--- src/rtl/aha_sys_reset_sequencer_if.sv ---
// aha_sys_reset_sequencer_if: request/quiesce handshake and staged domain resets of the warm-reset sequencer.
interface aha_sys_reset_sequencer_if #(parameter int NUM_DOMAINS = 4);
  logic                   SYSRESETREQ;
  logic                   QUIESCE_REQ;
  logic                   QUIESCE_ACK;
  logic [NUM_DOMAINS-1:0] DOMAIN_RESETn;
  logic                   RESET_ACTIVE;
  logic [7:0]             RESET_COUNT;
  logic                   QTIMEOUT_FLAG;
  modport master (
    input  SYSRESETREQ, QUIESCE_ACK,
    output QUIESCE_REQ, DOMAIN_RESETn, RESET_ACTIVE, RESET_COUNT, QTIMEOUT_FLAG
  );
  modport slave (
    output SYSRESETREQ, QUIESCE_ACK,
    input  QUIESCE_REQ, DOMAIN_RESETn, RESET_ACTIVE, RESET_COUNT, QTIMEOUT_FLAG
  );
endinterface

--- src/rtl/aha_sys_reset_sequencer.sv ---
// aha_sys_reset_sequencer: quiesce handshake, fixed hold, then staged per-domain reset release.
// Define AHA_RST_SEQ_QTIMEOUT_EN to force HOLD when QUIESCE_ACK never arrives.
module aha_sys_reset_sequencer #(
  parameter int NUM_DOMAINS     = 4,
  parameter int HOLD_CYCLES     = 16,
  parameter int STAGE_GAP       = 4,
  parameter int QTIMEOUT_CYCLES = 64
) (
  input logic CLK,
  input logic RESET,
  aha_sys_reset_sequencer_if.master rsq
);
  typedef enum logic [1:0] {IDLE, QUIESCE, HOLD, RELEASE} state_t;
  state_t                 state, state_n;
  logic [15:0]            cnt, cnt_n;
  logic [3:0]             idx, idx_n;
  logic [NUM_DOMAINS-1:0] dom, dom_n;
  logic                   qreq, qreq_n;
  logic [7:0]             rcnt, rcnt_n;
`ifdef AHA_RST_SEQ_QTIMEOUT_EN
  logic                   qto, qto_n;
`endif
  always_comb begin
    state_n = state;
    cnt_n   = cnt + 16'd1;
    idx_n   = idx;
    dom_n   = dom;
    qreq_n  = qreq;
    rcnt_n  = rcnt;
`ifdef AHA_RST_SEQ_QTIMEOUT_EN
    qto_n   = qto;
`endif
    case (state)
      IDLE: begin
        cnt_n = '0;
        if (rsq.SYSRESETREQ) begin
          state_n = QUIESCE;
          qreq_n  = 1'b1;
          rcnt_n  = rcnt == 8'hff ? rcnt : rcnt + 8'd1;
        end
      end
      QUIESCE: begin
`ifdef AHA_RST_SEQ_QTIMEOUT_EN
        if (rsq.QUIESCE_ACK || cnt == 16'(QTIMEOUT_CYCLES - 1)) begin
          state_n = HOLD;
          dom_n   = '0;
          qreq_n  = 1'b0;
          cnt_n   = '0;
          qto_n   = qto | !rsq.QUIESCE_ACK;
        end
`else
        cnt_n = '0;
        if (rsq.QUIESCE_ACK) begin
          state_n = HOLD;
          dom_n   = '0;
          qreq_n  = 1'b0;
        end
`endif
      end
      HOLD: begin
        if (cnt == 16'(HOLD_CYCLES - 1)) begin
          state_n = NUM_DOMAINS == 1 ? IDLE : RELEASE;
          dom_n   = NUM_DOMAINS'(1);
          idx_n   = 4'd1;
          cnt_n   = '0;
        end
      end
      default: begin
        if (cnt == 16'(STAGE_GAP - 1)) begin
          dom_n   = dom | (NUM_DOMAINS'(1) << idx);
          idx_n   = idx + 4'd1;
          cnt_n   = '0;
          state_n = idx == 4'(NUM_DOMAINS - 1) ? IDLE : RELEASE;
        end
      end
    endcase
  end
  always_ff @(posedge CLK) begin
    if (RESET) begin
      state <= HOLD;
      cnt   <= '0;
      idx   <= '0;
      dom   <= '0;
      qreq  <= 1'b0;
      rcnt  <= '0;
`ifdef AHA_RST_SEQ_QTIMEOUT_EN
      qto   <= 1'b0;
`endif
    end else begin
      state <= state_n;
      cnt   <= cnt_n;
      idx   <= idx_n;
      dom   <= dom_n;
      qreq  <= qreq_n;
      rcnt  <= rcnt_n;
`ifdef AHA_RST_SEQ_QTIMEOUT_EN
      qto   <= qto_n;
`endif
    end
  end
  assign rsq.QUIESCE_REQ   = qreq;
  assign rsq.DOMAIN_RESETn = dom;
  assign rsq.RESET_ACTIVE  = state != IDLE;
  assign rsq.RESET_COUNT   = rcnt;
`ifdef AHA_RST_SEQ_QTIMEOUT_EN
  assign rsq.QTIMEOUT_FLAG = qto;
`else
  assign rsq.QTIMEOUT_FLAG = 1'b0;
`endif
endmodule
--- src/flat_wrapper.sv ---
// flat-port wrapper written by rule: the top's interface ports become plain ports
module aha_sys_reset_sequencer_flat 
#(
  parameter int NUM_DOMAINS     = 4,
  parameter int HOLD_CYCLES     = 16,
  parameter int STAGE_GAP       = 4,
  parameter int QTIMEOUT_CYCLES = 64
)
  (CLK, RESET, rsq_SYSRESETREQ, rsq_QUIESCE_ACK, rsq_QUIESCE_REQ, rsq_DOMAIN_RESETn, rsq_RESET_ACTIVE, rsq_RESET_COUNT, rsq_QTIMEOUT_FLAG);
  aha_sys_reset_sequencer_if #(.NUM_DOMAINS(NUM_DOMAINS)) rsq_i ();
  input logic CLK;
  input logic RESET;
  input wire logic [$bits(rsq_i.SYSRESETREQ)-1:0] rsq_SYSRESETREQ;
  input wire logic [$bits(rsq_i.QUIESCE_ACK)-1:0] rsq_QUIESCE_ACK;
  output wire logic [$bits(rsq_i.QUIESCE_REQ)-1:0] rsq_QUIESCE_REQ;
  output wire logic [$bits(rsq_i.DOMAIN_RESETn)-1:0] rsq_DOMAIN_RESETn;
  output wire logic [$bits(rsq_i.RESET_ACTIVE)-1:0] rsq_RESET_ACTIVE;
  output wire logic [$bits(rsq_i.RESET_COUNT)-1:0] rsq_RESET_COUNT;
  output wire logic [$bits(rsq_i.QTIMEOUT_FLAG)-1:0] rsq_QTIMEOUT_FLAG;
  assign rsq_i.SYSRESETREQ = rsq_SYSRESETREQ;
  assign rsq_i.QUIESCE_ACK = rsq_QUIESCE_ACK;
  assign rsq_QUIESCE_REQ = rsq_i.QUIESCE_REQ;
  assign rsq_DOMAIN_RESETn = rsq_i.DOMAIN_RESETn;
  assign rsq_RESET_ACTIVE = rsq_i.RESET_ACTIVE;
  assign rsq_RESET_COUNT = rsq_i.RESET_COUNT;
  assign rsq_QTIMEOUT_FLAG = rsq_i.QTIMEOUT_FLAG;
  aha_sys_reset_sequencer #(.NUM_DOMAINS(NUM_DOMAINS), .HOLD_CYCLES(HOLD_CYCLES), .STAGE_GAP(STAGE_GAP), .QTIMEOUT_CYCLES(QTIMEOUT_CYCLES)) u_core (.CLK(CLK), .RESET(RESET), .rsq(rsq_i));
endmodule
--- config.mk ---
export PLATFORM = sky130hd
export DESIGN_NAME = aha_sys_reset_sequencer_flat
export DESIGN_NICKNAME = d
export VERILOG_FILES = /design/src/rtl/aha_sys_reset_sequencer_if.sv /design/src/rtl/aha_sys_reset_sequencer.sv /design/src/flat_wrapper.sv
export SDC_FILE = /design/constraint.sdc
export NUM_CORES = 1
export LEC_CHECK = 0
export ABC_AREA = 1
export CORE_MARGIN = 2
export CORE_UTILIZATION = 51
export DETAILED_ROUTE_END_ITERATION = 16
export GPL_TIMING_DRIVEN = 0
export PLACE_DENSITY_LB_ADDON = 0.2
export SYNTH_ARGS = -nofsm -noshare
export SYNTH_HDL_FRONTEND = slang
export SYNTH_SLANG_ARGS = --single-unit
--- constraint.sdc ---
create_clock -name CLK -period 1.5 [get_ports CLK]
set_clock_uncertainty 0.05 [all_clocks]
set_input_delay 0.3 -clock CLK [delete_from_list [all_inputs] [get_ports CLK]]
set_output_delay 0.3 -clock CLK [all_outputs]
set_load 0.01 [all_outputs]
# Yosys cells after proc, flatten, opt, wreduce, memory -nomap -nowiden
# Cells that the tools add are included.
[totals] reg_bits=35 output_inout_bits=15 input_bits=4 elab_cells=53
[op_classes] shifts=1 n_addsub=3 n_mux=18 n_bitwise=4 n_eq_ne=9 n_reduce_logical=12
[ops] operator="16-bit 2-to-1 mux" n=2
[ops] operator="16-bit one-hot mux with 2 select lines" n=1
[ops] operator="16-bit by 1-bit adder with 16-bit output, second input constant" n=1
[ops] operator="16-bit by 2-bit == test with 1-bit output, second input constant" n=1
[ops] operator="16-bit by 4-bit == test with 1-bit output, second input constant" n=1
[ops] operator="4-bit 2-to-1 mux" n=4
[ops] operator="4-bit one-hot mux with 3 select lines" n=1
[ops] operator="2-bit 2-to-1 mux" n=5
[ops] operator="3-bit AND reduction" n=3
[ops] operator="8-bit by 1-bit adder with 8-bit output, second input constant" n=1
[ops] operator="8-bit == test, second input constant" n=1
[ops] operator="4-bit one-hot mux with 2 select lines" n=1
[ops] operator="4-bit AND reduction" n=2
[ops] operator="2-bit one-hot mux with 3 select lines" n=1
[ops] operator="2-bit nonzero test" n=3
[ops] operator="4-bit by 1-bit adder with 4-bit output, second input constant" n=1
[ops] operator="4-bit by 2-bit == test with 1-bit output, second input constant" n=1
[ops] operator="2-bit != test, second input constant" n=2
[ops] operator="4-bit bitwise OR" n=1
[ops] operator="4-bit nonzero test" n=1
[ops] operator="1-bit by 4-bit left shift with 4-bit output, first input constant" n=1
[ops] operator="1-bit inverter" n=3
[ops] operator="3-bit nonzero test" n=1
[ops] operator="2-bit by 1-bit == test with 1-bit output, second input constant" n=1
[ops] operator="other kinds (6)" n=7

# Depth between registers and ports, before layout
# Gate-level depths: netlist of run 1.
[logic_depth] ltp_word=4 ltp_mapped=10 ltp_nobuf=10

# Worst setup path after synthesis of run 1
# Ideal clock, no wire load.
[synth_timing] path_kind="register to register" startpoint="register u_core.cnt[0]" endpoint="register u_core.cnt[9]" path_slack_ps=-1 stages_incl_launch_ff=10 path_buffers=1 t_arrival_ps=1334 t_required_ps=1333 path_cell_list="dfxtp_1 ha_1 nand3_2 nor2_1 nand2_1 nand2_2 nand2_1 o211ai_2 buf_6 nor2_1"
[synth_between] elab_chain_cells=3 elab_cells_between_ends=6 cone_classes="1 x add/sub; 2 x eq/ne; 3 x mux"
[synth_lines] item="start, declared" line="aha_sys_reset_sequencer.sv:15" source="logic [15:0] cnt, cnt_n;"
[synth_lines] item="start signal, assigned" line="aha_sys_reset_sequencer.sv:91" source="cnt <= cnt_n;"
[synth_lines] item="16-bit by 1-bit adder with 16-bit output (tied with other cells)" line="aha_sys_reset_sequencer.sv:25" source="cnt_n = cnt + 16'd1;"
[synth_lines] item="16-bit 2-to-1 mux, on equally long branches" line="aha_sys_reset_sequencer.sv:69, aha_sys_reset_sequencer.sv:61"
[synth_lines] item="16-bit one-hot mux with 2 select lines (*)" line="aha_sys_reset_sequencer.sv:33" source="case (state)"
# Mark *: on every way between the ends. The rest lies on a longest branch, timed or not.
# A chain may end at the register's enable or synchronous reset.

# Worst setup path after layout of run 1
[layout_timing] startpoint="register u_core.cnt[0]" endpoint="register u_core.cnt[15]"
# The elaborated chain is that of the path after synthesis.

==> flow_results.org, run 1 <==
** Run status
- The flow ran to the end, and the final reports show no timing, DRC or antenna violations.

** Drt
- Final wirelength :: 4230 um
- Count of antenna-violating nets left after detailed routing :: 0
- Detailed-route wire length per cell :: 11.8 um
- WL met2 :: 2120 um
- Drt initial violations :: 72
- Detailed-route vias per instance :: 5.05
- Routed wl met3 :: 132 um
- Before antenna repair, the detailed router went through 4 iterations.
- After detailed routing, the number of remaining DRC violations is 0.
- In the final routing, the length of wire on met1 measures 1920 um.
- Highest metal layer with signal wires :: met4
- The final route contains 1807 vias.

** Power and ir drop
- Static leakage :: 1.02 nW
- Power density normalized to cell area :: 1130 nW/um2
- Overall power consumption after layout is estimated at 2.82 mW.
- Across the VDD grid, the largest voltage drop is 0.000900 V.

** Place
- Placement Cell Area :: 2140 um2
- Detail Placement HPWL :: 2760 um
- The congestion estimate from routability-driven global placement came to 0.817.
- During placement, the flow inserted port buffers numbering 16.

** Clock network
- CTS buffer count :: 5
- The clock passes through at most 2 buffers.
- CTS saw 35 sinks.
- The root buffer cell chosen for the clock tree is sky130_fd_sc_hd__clkbuf_8.
- TritonCTS built the clock tree.
- Cts hold-fix bufs :: 0
- Clock-pin slew was measured on the worst setup and hold paths at 60 ps.
- Clock latency on the worst-skew pair, taken at its later pin, is 280 ps.
- Total number of H-tree levels :: 2

** Critical path
- In this design, the critical path's most frequently occurring cell is sky130_fd_sc_hd__nand2_4.
- Element type at the critical path start :: register
- Slowest CP cell :: sky130_fd_sc_hd__dfxtp_2
- In this design, the stage delay of the slowest critical-path cell is 350 ps.
- At the worst endpoint, the arrival time is 1600 ps.
- Sequence of cells on the critical path :: ha_4, nand3_4, nor2_4, nand2_2, nand2_4, nand2_4, o211ai_4, buf_6, nor2_1
- STA puts the critical path data required time at 1620 ps.
- Critical Path End Type :: register
- In this run the worst path has a maximum fanout of 6.
- Minimum setup slack among reg-to-reg paths :: 20 ps
- By startpoint and endpoint, the worst setup path is classified as register to register.

** STA
- Final Setup Violations :: 0
- In the final timing run, aggregate negative setup slack is 0 ps.
- Setup repair after global routing could not meet its margin everywhere.
- The worst path in the final design needs a cycle of 1480 ps, including I/O delays and setup.
- The final-report max-slew violation count was 0.
- Final hold violation count :: 0
- Ratio of final minimum period to clock period :: 98.6%
- Maximum frequency from static timing analysis :: 0.676 GHz
- The tightest hold path in the finished design has a slack of 387 ps.
- For the pin with the worst max-slew slack, the measured transition is 544 ps.
- The worst pin sits at a relative slew slack of 63.8%.

** Global route
- Number of antenna violations at the first check in global routing :: 0
- Global-route wire length before repair :: 7070 um
- Number of global-route vias before repair :: 1663
- Maximum number of pins on one net before global-route repair :: 11
- Total global-route track usage :: 21.2%
- Gr ovfl total :: 0

** Finish
- Most common cell after layout, fill and taps aside :: sky130_fd_sc_hd__nand2_1
- The library cells used most frequently in the layout, excluding fill and tap cells, are 52 x sky130_fd_sc_hd__nand2_1, 34 x sky130_fd_sc_hd__inv_1, 33 x sky130_fd_sc_hd__nor2_1.
- From synthesis to final layout, the design area changed by 30.3%.
- Cells with a size suffix above 1 make up 24.5% of the layout.
- The repair_antennas step left the layout with diodes totalling 0.
- The finished cells cover 2490 um2.
- After the last flow step, the layout net total stands at 322.
- Share of the core filled with cells in the final layout :: 68.6%

** Flow run
- Number of max-capacitance violations reported :: 0

** Logic synthesis
- Yosys mapped the design onto 26 distinct sky130hd cell types.
- Number of flip-flops and latches in the synthesized netlist :: 35
- Total number of yosys warnings :: 0
- Mapped Cells :: 278
- Averaged over all synthesized cells, the footprint is 6.88 um2.
- Post-Synthesis Net Count :: 289
- Of all cell types, the one taking the most synthesized area is sky130_fd_sc_hd__dfxtp_1.
- Leading post-synthesis cells by cell area :: sky130_fd_sc_hd__dfxtp_1 37%, sky130_fd_sc_hd__nand2_1 11%, sky130_fd_sc_hd__nor2_1 9.2%
- Cell area after synthesis :: 1910 um2
- Area share of the largest cell type after synthesis :: 36.6%
- Share of synthesized area occupied by flip-flops and latches :: 36.6%

** Floorplanning
- Total core area :: 3630 um2
- Die Outline Area :: 4260 um2
- For this design the top-level I/O count stands at 19.
- Measured along the y axis, the die boundary spans 65.2 um.
- In this run the horizontal extent of the chip is 65.2 um.
- The initial utilization of the core area, before any placement, comes to 52.7%.
- Row cnt :: 22

** Min path
- Path category of the worst min-delay check :: input port to register
per-stage QoR:
stage               setup WS [ps]  instances
finish                       21.0        358
global route                -50.8        358
CTS                          1.82        353
detailed placement           -192        342
global placement             -182        342
floorplan                    17.1        278
sequential cells by signal, summed over array words and instances, names as in the netlist:
register	cells
u_core.cnt	16
u_core.idx	4
u_core.rsq.DOMAIN_RESETn	4
u_core.rsq.QUIESCE_REQ	1
u_core.rsq.RESET_COUNT	8
u_core.state	2
report_power, final:
group	total, mW	switching, mW	internal, mW
clock	0.610	0.301	0.309
combinational	1.08	0.612	0.468
sequential	1.13	0.0962	1.03
total	2.82	1.01	1.81
worst paths after layout:
check / startpoint / endpoint / cells after the start
setup / recovery: u_core.cnt[0] / u_core.cnt[15] / 9
hold / removal: RESET / u_core.idx[1] / 2
setup reg to reg: u_core.cnt[0] / u_core.cnt[15] / 9
hold reg to reg: u_core.rsq.DOMAIN_RESETn[1] / u_core.rsq.DOMAIN_RESETn[1] / 2
routing by layer:
layer	vias up	track usage, %
met1	819	25.7
met5	-	0
met2	25	35.8
met3	5	5.82
li1	958	-
met4	0	8.07
cell families (layout without fill, tap and decap cells):
family	count (synthesis)	after routing	share of synthesized area, %
other cells	1	1	0.196
simple gates	148	148	33.9
flops	35	35	36.6
xor+xnor	14	14	6.41
compound gates	29	29	8.63
buf+inv	44	76	9.68
fa+ha+maj	7	7	4.58
critical path, delay by kind of cell (launching register included):
| kind | cells | cell delay (ps) |
|---|---|---|
| compound gates | 1 | 110 |
| simple gates | 6 | 530 |
| fa+ha+maj | 1 | 170 |
| flops | 1 | 350 |
| buf+inv | 1 | 170 |
synth_stat cells (all sizes together):
cell    number
o21ai        9
nor4         2
a21oi       13
nand4       14
clkbuf       2
o211ai       3
dfxtp       35
ha           7
nand3       14
inv         38
nor3        10
conb         1
o21bai       2
nor2        48
o22ai        2
xor2         8
xnor2        6
buf          4
nand2       60
final cells by class:
class                           count  area [um2]
Buffer                              6        42.5
Clock buffer                        6        72.6
Fill cell                         323        1140
Inverter                           38         145
Multi-Input combinational cell    199        1220
Sequential cell                    35         721
Tap cell                           48        60.1
Timing Repair Buffer               26         233
what timing repair did:
action,in CTS,in global routing
endpoints found under the setup margin,41,31
pin swaps,2,9
gates resized for setup,40,48
endpoints found under the hold margin,0,0
gates cloned,1,1
setup buffers,4,4
Power figures use the tool's default switching activity.
==> run 2, diff against run 1 <==
--- a/config.mk
+++ b/config.mk
@@ -7,7 +7,7 @@
 export LEC_CHECK = 0
 export ABC_AREA = 1
 export CORE_MARGIN = 2
-export CORE_UTILIZATION = 51
+export CORE_UTILIZATION = 56
 export DETAILED_ROUTE_END_ITERATION = 16
 export GPL_TIMING_DRIVEN = 0
 export PLACE_DENSITY_LB_ADDON = 0.2
==> constraint.sdc (replaced) <==
create_clock -name CLK -period 1.4 [get_ports CLK]
set_clock_uncertainty 0.05 [all_clocks]
set_input_delay 0.28 -clock CLK [delete_from_list [all_inputs] [get_ports CLK]]
set_output_delay 0.28 -clock CLK [all_outputs]
set_load 0.01 [all_outputs]
==> flow_results.org, run 2 (synthesis results as in run 1) <==
** Power and ir drop
- For this design the total switching power over the nets is 1.17 mW.
- Net switching is 37.8% of the power.
- Per report_power, the sequential group accounts for 39.3% of the total.
- Across the VDD grid, the largest voltage drop is 0.000753 V.
- In this run the power density over the cells is 1180 nW/um2.
- Internal Dissipation :: 1.92 mW
- In this run, the combinational gates consume 43.1% of the power.
- Static leakage :: 1.09 nW
- Per report_power, the clock group accounts for 17.6% of the total.

** Critical path
- STA classifies the critical path endpoint as a register.
- Of all nets on the critical path, the largest fanout is 5.
- For the worst flop-to-flop path, the logic depth is 6.
- Data on the critical path is required at its endpoint by 1560 ps.
- Arrival @ worst endpoint :: 1750 ps
- Startpoint of the worst register-to-register path :: u_core.idx[1]
- Startpoint of the worst setup timing path :: u_core.idx[1]
- Endpoint of the worst setup timing path :: u_core.state[1]
- The endpoint identified for the worst register-to-register timing path is u_core.state[1].
- In this run the register-to-register setup slack is -190 ps.
- The worst setup path is of the register to register kind.
- STA classifies the critical path startpoint as a register.

** STA
- For the finished layout, the period the worst path requires is 1590 ps.
- Final Setup Violations :: 24
- At the pin with the least slew margin, the transition time is 573 ps.
- Derived from the worst setup path, the maximum achievable clock frequency is 0.628 GHz.
- Relative slew margins :: 61.8%
- Ratio of final minimum period to clock period :: 114%
- Setup ws final :: -192 ps
- Across all hold checks on the routed design, the worst slack comes to 272 ps.
- Setup repair after global routing could not meet its margin everywhere.
- The final-report max-slew violation count is 0.
- Final hold violation count :: 0

** Place
- IO buf count :: 16
- The wire-length estimate of the detail-placed layout is 2840 um.
- Prior to clock tree synthesis, the placed netlist has a worst setup slack of -286 ps.
- Routability Congestion :: 0.836

** Drt
- Detailed-route vias per instance :: 5.36
- Final wirelength :: 4970 um
- Drt initial violations :: 153
- Before antenna repair, the detailed router went through 4 iterations.
- DRC :: 0
- Once detail routing completed, the nets flagged for antenna violations numbered 0.
- Dividing the detail-routed wire length by the instance count gives 13.5 um.
- DR vias :: 1974

** Finish
- Area taken by flip-flops and latches :: 733 um2
- Fraction of final layout cells with drive strength greater than 1 :: 32.3%
- The register with the most flip-flops in the final layout is u_core.cnt.
- For this run, the post-layout net count is 332.
- Combined area of the multi-input logic cells :: 1230 um2
- After filler insertion, the fill cell instance count of the layout stands at 256.
- 0 antenna diodes ended up in the layout.
- Flip-flop count of the largest register after layout :: 16
- Share of the core filled with cells in the final layout :: 78.9%
- Most frequent cells in the layout :: 51 x sky130_fd_sc_hd__nand2_1, 33 x sky130_fd_sc_hd__nor2_1, 31 x sky130_fd_sc_hd__inv_1
- Relative to the synthesized area, the layout overhead comes to 36.6%.
- Most common cell after layout, fill and taps aside :: sky130_fd_sc_hd__nand2_1

** Global route
- Gr ovfl total :: 0
- The via count of the first global-routing pass was 1751.
- Maximum number of pins on one net before global-route repair :: 11
- The number of antenna violations at the first check in global routing was 0.
- The first global-routing pass estimated 7690 um of wire.
- Total global-route track usage :: 24.7%

** Clock network
- For this design, the CTS-stage hold fixing added 0 buffers.
- Clock tree from TritonCTS :: yes
- Clock Path Buffers :: 2
- Clock insertion delay at the later pin of the skew report :: 340 ps
- CTS buffer count :: 5
- The H-tree was split into 2 levels.
- The root buffer cell chosen for the clock tree is sky130_fd_sc_hd__clkbuf_4.
- The tree built by TritonCTS fans out to 35 sinks.
- Clock slew seen by the registers of the worst setup and hold paths :: 110 ps

** Min path
- In this run the worst hold path is classified as input port to register.
- Along the worst hold path, the cell count comes to 2.

** Floorplanning
- Die width :: 62.5 um
- 19 I/O pins were placed.
- Y dimension of the die :: 62.5 um
- Initial cell density of the core :: 57.8%
- Row cnt :: 21
- Total core area :: 3310 um2
- Die Outline Area :: 3900 um2

** Run status
- Status :: finished, violations left
- The checks that failed: negative setup slack.

** Flow run
- Number of max-capacitance violations reported :: 0
## run 2: worst min path at each step
stage,from,end,slack (ps)
4_1_cts,RESET,u_core.cnt[14],280
6_report,RESET,u_core.cnt[14],270
3_3_place_gp,u_core.rsq.DOMAIN_RESETn[0],u_core.rsq.DOMAIN_RESETn[0],390
5_1_grt,RESET,u_core.cnt[12],300
2_1_floorplan,u_core.cnt[0],u_core.cnt[0],380
3_5_place_dp,u_core.rsq.DOMAIN_RESETn[1],u_core.rsq.DOMAIN_RESETn[1],390
## run 2: per-layer routing
metal  GRT usage (%)  up-vias  wire (um)
li1                -      975          -
met1            29.5      926       2110
met2            41.4       56       2510
met3            6.49       17        246
met4            11.4        0        107
met5               0        -          0
## run 2: critical path, cell delays in order (launching register included)
cell and delay [ps]:
sky130_fd_sc_hd__dfxtp_1 420, sky130_fd_sc_hd__ha_1 230, sky130_fd_sc_hd__nand2_1 100, sky130_fd_sc_hd__o21ai_0 310
sky130_fd_sc_hd__o21ai_0 170, sky130_fd_sc_hd__nand4_1 130, sky130_fd_sc_hd__nand3_1 70
## run 2: power groups by stage
stage | sequential [mW] | combinational [mW] | clock (mW)
detailed placement | 1.22 | 0.840 | 0
global placement | 1.22 | 0.823 | 0
floorplan | 1.22 | 0.608 | 0
CTS | 1.19 | 1.12 | 0.556
finish | 1.21 | 1.33 | 0.543
global route | 1.22 | 1.45 | 0.603
## run 2: area by class of cell
cell class / count / area share [%]
multi-input combinational: 199 / 47.1
sequential: 35 / 28.1
timing repair buffer: 36 / 13.2
inverter: 38 / 5.75
tap: 46 / 2.20
buffer: 6 / 1.77
clock buffer: 7 / 1.72
clock inverter: 1 / 0.192
## run 2: timing repair
action                     4_1_cts  5_1_grt
pin swaps                        7       23
resized for setup               58       44
buffers inserted                11        7
setup endpoints to repair       46       38
cloned                           1        1
## run 2: per-stage QoR
stage	setup TNS (ps)	cell area [um2]	power, mW	cells
4_1_cts	-883	2430	2.87	360
2_1_floorplan	0	1940	1.83	278
3_5_place_dp	-4530	2150	2.06	340
6_report	-1610	2610	3.08	368
3_3_place_gp	-3810	2150	2.04	340
5_1_grt	-4340	2610	3.28	368
==> RTL change 1: new RTL, settings of run 1 <==
Re-encode `state_t` (4 states) as one-hot, 4 bits wide.
--- a/src/rtl/aha_sys_reset_sequencer.sv
+++ b/src/rtl/aha_sys_reset_sequencer.sv
@@ -12,3 +12,3 @@
 );
-  typedef enum logic [1:0] {IDLE, QUIESCE, HOLD, RELEASE} state_t;
+  typedef enum logic [3:0] {IDLE = 4'b0001, QUIESCE = 4'b0010, HOLD = 4'b0100, RELEASE = 4'b1000} state_t;
   state_t                 state, state_n;
Check against the original RTL: same outputs for any inputs over 10 cycles, from zero or initial values and one cycle with RESET high; not proved beyond that.
==> RTL change 1 against run 1 <==
- the run now ends with setup timing left
- worst setup slack worse by 0.048 ns
- via count up 6.2%
- wire length rose by 7.0%
- sequential cell count is 2 higher
- non-clock buffer count grew 17
- highest routed layer unchanged
- synthesized cell count fell by 0.72%
- area after synthesis grew 0.39%
- cell area increased by 8.5%
Power is not compared: it rests on default switching activity, and its combinational part moved more than twofold at a synthesized area within 25%.
==> RTL change 1: results (changes against run 1) <==
[worst_setup_path]
r2r_end = u_core.cnt[4]
crit_path_start = u_core.cnt[0]
cp_max_fo = 5  ; -1
arrival_ns = 1.66  ; +0.06 ns

[place]
gp_congestion = 0.8754  ; +7.2%
placedCellCount = 340  ; -0.58%
dp_hpwl_um = 2724  ; -1.4%
pre_cts_slack_ns = -0.1944  ; -0.002809 ns
dpl_cell_area_mm2 = 0.002146  ; +0.47%

[layout]
final_cells = 376  ; +5.0%
top_register = u_core.cnt
drive_above_1_share_pct = 30.49  ; +6.0 points
nFillCells = 270  ; -16%
layout.nets = 334  ; +3.7%
largest_register_ffs = 16  ; unchanged

[clock_network]
cts_inserted_buffers = 5  ; unchanged

[logic_synthesis]
synthCells = 276  ; -0.72%
synth_fa_ha_area_share_pct = 1.954  ; -2.6 points
synth_compound_area_share_pct = 7.883  ; -0.75 points
synth_edf_count = 0  ; unchanged
yosysSeqAreaShare_pct = 38.57  ; +1.9 points
ys_types = 28  ; +7.7%
synth_xor_area_share_pct = 6.840  ; +0.43 points
synth_area_leaders = dfxtp_1 (39%), nand2_1 (11%), nor2_1 (8.0%)
netlist_top_cells_count = nand2_1 (57), nor2_1 (41), dfxtp_1 (37)

[run_status]
violations = setup timing
status = complete, but fails checks

[grt]
grt_pass1_wl_um = 7431  ; +5.1%
grt.total_usage_pct = 22.29  ; +1.0 points
grt_pass1_vias = 1756  ; +5.6%
grt_max_degree = 12  ; +1

[worst_hold_path]
hp-start = u_core.cnt[0]
worstHoldPathCells = 1  ; -1
holdCritPathClass = flip-flop to flip-flop
hold_end = u_core.cnt[0]

[routing]
detail_route.iter0.violations = 97  ; +35%
routed_wl_um = 4523  ; +7.0%
drt_pass1_iterations = 4  ; unchanged
post-route-drc-count = 0  ; unchanged
vias_per_cell = 5.104  ; +1.1%

[timing]
fin_ws_ns = -0.02710  ; -0.04808 ns
timing.hold.ws_ns = 0.3855  ; -0.001075 ns
setup_viol = 10  ; +10

[pwr]
leakage_nw = 1.118

RTL change 1: area by class of cell:
cell class	count	area (um2)	area share, %
Multi-Input combinational cell	197	1194	44.13
Sequential cell	37	768.2	28.40
Timing Repair Buffer	44	389.1	14.38
Inverter	37	143.9	5.319
Clock buffer	7	86.33	3.191
Tap cell	48	60.06	2.220
Buffer	5	33.78	1.249
Clock inverter	1	30.03	1.110
RTL change 1: repair_timing:
item / 4_1_cts / 5_1_grt
setup endpoints to repair: 49 / 36
cloned: 1 / 0
gates resized for setup: 48 / 38
setup buffers: 21 / 6
pin swaps: 12 / 19
RTL change 1: logic make-up (layout without fill, tap and decap cells):
| kind of cell | Yosys count | in the layout |
|---|---|---|
| xor gates and xnor gates | 15 | 15 |
| other | 1 | 1 |
| buffers and inverters | 42 | 94 |
| and+or+nand+nor | 149 | 149 |
| adders and majority gates | 3 | 3 |
| DFF | 37 | 37 |
| AOI/OAI and AO/OA | 29 | 29 |
RTL change 1: report_power, final:
part	total [W]	switching (W)	internal, W
logic	0.00243	0.00127	0.00116
registers	0.00123	0.000110	0.00112
clock network	0.000900	0.000358	0.000542
total	0.00456	0.00174	0.00282
RTL change 1: metal layers:
| metal | global-route usage, % | wire length [um] | up-vias |
|---|---|---|---|
| met5 | 0 | 0 | - |
| met4 | 8.854 | 118 | 0 |
| met3 | 5.137 | 133 | 11 |
| met2 | 37.50 | 2215 | 33 |
| met1 | 27.54 | 2056 | 893 |
| li1 | - | - | 982 |
RTL change 1: how the worst max path moves through the flow:
| stage | to | slack, ns | cells after the start |
|---|---|---|---|
| 2_1_floorplan | u_core.cnt[11] | 0.04 | 9 |
| 3_3_place_gp | u_core.cnt[11] | -0.18 | 9 |
| 3_5_place_dp | u_core.cnt[11] | -0.19 | 9 |
| 4_1_cts | u_core.rsq.RESET_COUNT[0] | 0.003 | 8 |
| 5_1_grt | u_core.cnt[2] | -0.11 | 9 |
| 6_report | u_core.cnt[4] | -0.03 | 9 |
RTL change 1: critical path, cell delays in order (launching register included):
cell	delay (ns)
dfxtp_4	0.37
ha_4	0.15
nand3_4	0.10
nor2_2	0.11
nand2_2	0.10
nand2_4	0.10
nand2_4	0.07
nand2_4	0.09
bufbuf_16	0.26
nor2_1	0.03
RTL change 1: stage by stage:
step,setup TNS (ns),power [W]
after floorplan,0,0.002295
after global placement,-3.267,0.002551
after detailed placement,-3.715,0.002577
after CTS,0,0.004222
after global routing,-1.705,0.004835
final,-0.1591,0.004565
==> RTL change 2: new RTL, flow settings as in run 1 <==
Without the edit above. The option `AHA_RST_SEQ_QTIMEOUT_EN` is turned on by a define.
--- a/src/rtl/aha_sys_reset_sequencer.sv
+++ b/src/rtl/aha_sys_reset_sequencer.sv
@@ -2,2 +2,4 @@
 // Define AHA_RST_SEQ_QTIMEOUT_EN to force HOLD when QUIESCE_ACK never arrives.
+`define AHA_RST_SEQ_QTIMEOUT_EN
+
 module aha_sys_reset_sequencer #(
Behaviour: no difference found for any inputs over 10 cycles, from zero or initial values and one cycle with RESET high; that may be too few to reach the edited logic, so the function may still have changed.
==> RTL change 2 against run 1 <==
- the run now ends with setup timing left
- first-iteration DRC count rose by 110%
- maximum frequency is 6.5% lower
- critical path depth is the same
- cell area rose by 2.3%
- hold slack improved by 0.0041 ns
- cell count down 0.56%
- non-clock buffer count grew 7
- area after synthesis is 1.2% lower
- clock power up 39%
- worst setup slack worse by 0.10 ns
- wire length grew 4.2%
- sequential cell count is 1 higher
- power is 8.0% higher
- die area decreased by 1.2%
- critical endpoint is now u_core.cnt[2]
==> RTL change 2: results (changes against run 1) <==
[grt]
grt.total_usage_pct = 20.93  ; -0.32 points
met2_usage_pct = 35.31  ; -0.53 points
grt_pass1_wl_um = 6982  ; -1.3%
use_met3_pct = 5.556  ; -0.27 points
grt_max_degree = 12  ; +1

[routing]
vias = 1865  ; +3.2%
detail_route.iter0.violations = 154  ; +110%
dr_wl_met2_um = 2084  ; -1.6%
wl_met1_um = 2033  ; +6.1%
drt-wirelength-per-cell_um = 12.37  ; +4.8%
routed_wl_um = 4404  ; +4.2%

[logic_synthesis]
synthCells = 264  ; -5.0%
netlist_top_cells_count = nor2_1 (54), nand2_1 (46), dfxtp_1 (36)
ys_types = 27  ; +3.8%
syn-num-nets = 275  ; -4.8%
yosysSeqAreaShare_pct = 38.15  ; +1.5 points
synth_area_leaders = dfxtp_1 (38%), nor2_1 (11%), nand2_1 (9.1%)

[place]
gp_congestion = 0.8467  ; +3.7%
placedCellCount = 329  ; -3.8%
pre_cts_slack_ns = -0.2250  ; -0.03341 ns
port_buffers = 17  ; +1

[worst_setup_path]
rrSetupSlack_ns = -0.08  ; -0.10 ns
arrival_ns = 1.71  ; +0.11 ns
worstSetupEndpoint = u_core.cnt[2]

[run_status]
violations = setup timing
status = complete, but fails checks

[pwr]
intPower_w = 0.001986  ; +9.7%
ir_drop_mv = 0.8148  ; -9.4%
leakage_nw = 1.039  ; +1.9%

[timing]
fin_ws_ns = -0.08141  ; -0.1024 ns
setup_viol = 20  ; +20
worst_pin_slew_ns = 0.4857  ; -0.05794 ns

[worst_hold_path]
hold_end = u_core.idx[3]

[layout]
nFillCells = 285  ; -12%

==> RTL change 2: changes by cell type after synthesis, moves of 5 or more <==
| cell | run 1 | this run |
|---|---|---|
| inv_1 | 38 | 26 |
| nand2_1 | 58 | 46 |
| nand4_1 | 14 | 7 |
| nor2_1 | 47 | 54 |
| nor3_1 | 9 | 3 |
| nand3_1 | 12 | 17 |
==> RTL change 2: final cells by class <==
type,count,share of cell area [%]
inverter,27,4.269
tap,48,2.355
buffer,3,0.7360
sequential,36,29.34
clock buffer,6,2.846
multi-input combinational,198,47.25
clock inverter,2,1.374
timing repair buffer,36,11.83
==> RTL change 2: repair_timing <==
action / 4_1_cts / 5_1_grt
gates cloned: 1 / 0
endpoints found under the hold margin: 0 / 0
pin swaps: 10 / 9
setup buffers: 11 / 7
setup endpoints to repair: 44 / 33
gates resized for setup: 43 / 41
==> RTL change 2: metrics by stage <==
stage / power (W) / util [%] / setup TNS, ns / cell area [um2] / hold slack [ns]
floorplan: 0.001733 / - / 0 / 1924 / 0.3695
global placement: 0.001933 / 59.75 / -3.866 / 2155 / 0.3825
detailed placement: 0.001939 / 59.75 / -4.105 / 2155 / 0.3855
CTS: 0.002912 / 66.34 / -0.4178 / 2392 / 0.3719
global route: 0.003221 / 70.71 / -3.263 / 2550 / 0.4083
finish: 0.003045 / 70.71 / -1.245 / 2550 / 0.3907
==> RTL change 2: logic make-up (layout without fill, tap and decap cells) <==
group           Yosys count  count (layout)  share of synthesized area [%]
compound gates           35              35                          10.60
xor+xnor                 16              16                          7.417
fa+ha+maj                 7               7                          4.636
buf+inv                  30              74                          6.357
flops                    36              36                          38.15
simple gates            140             140                          32.85
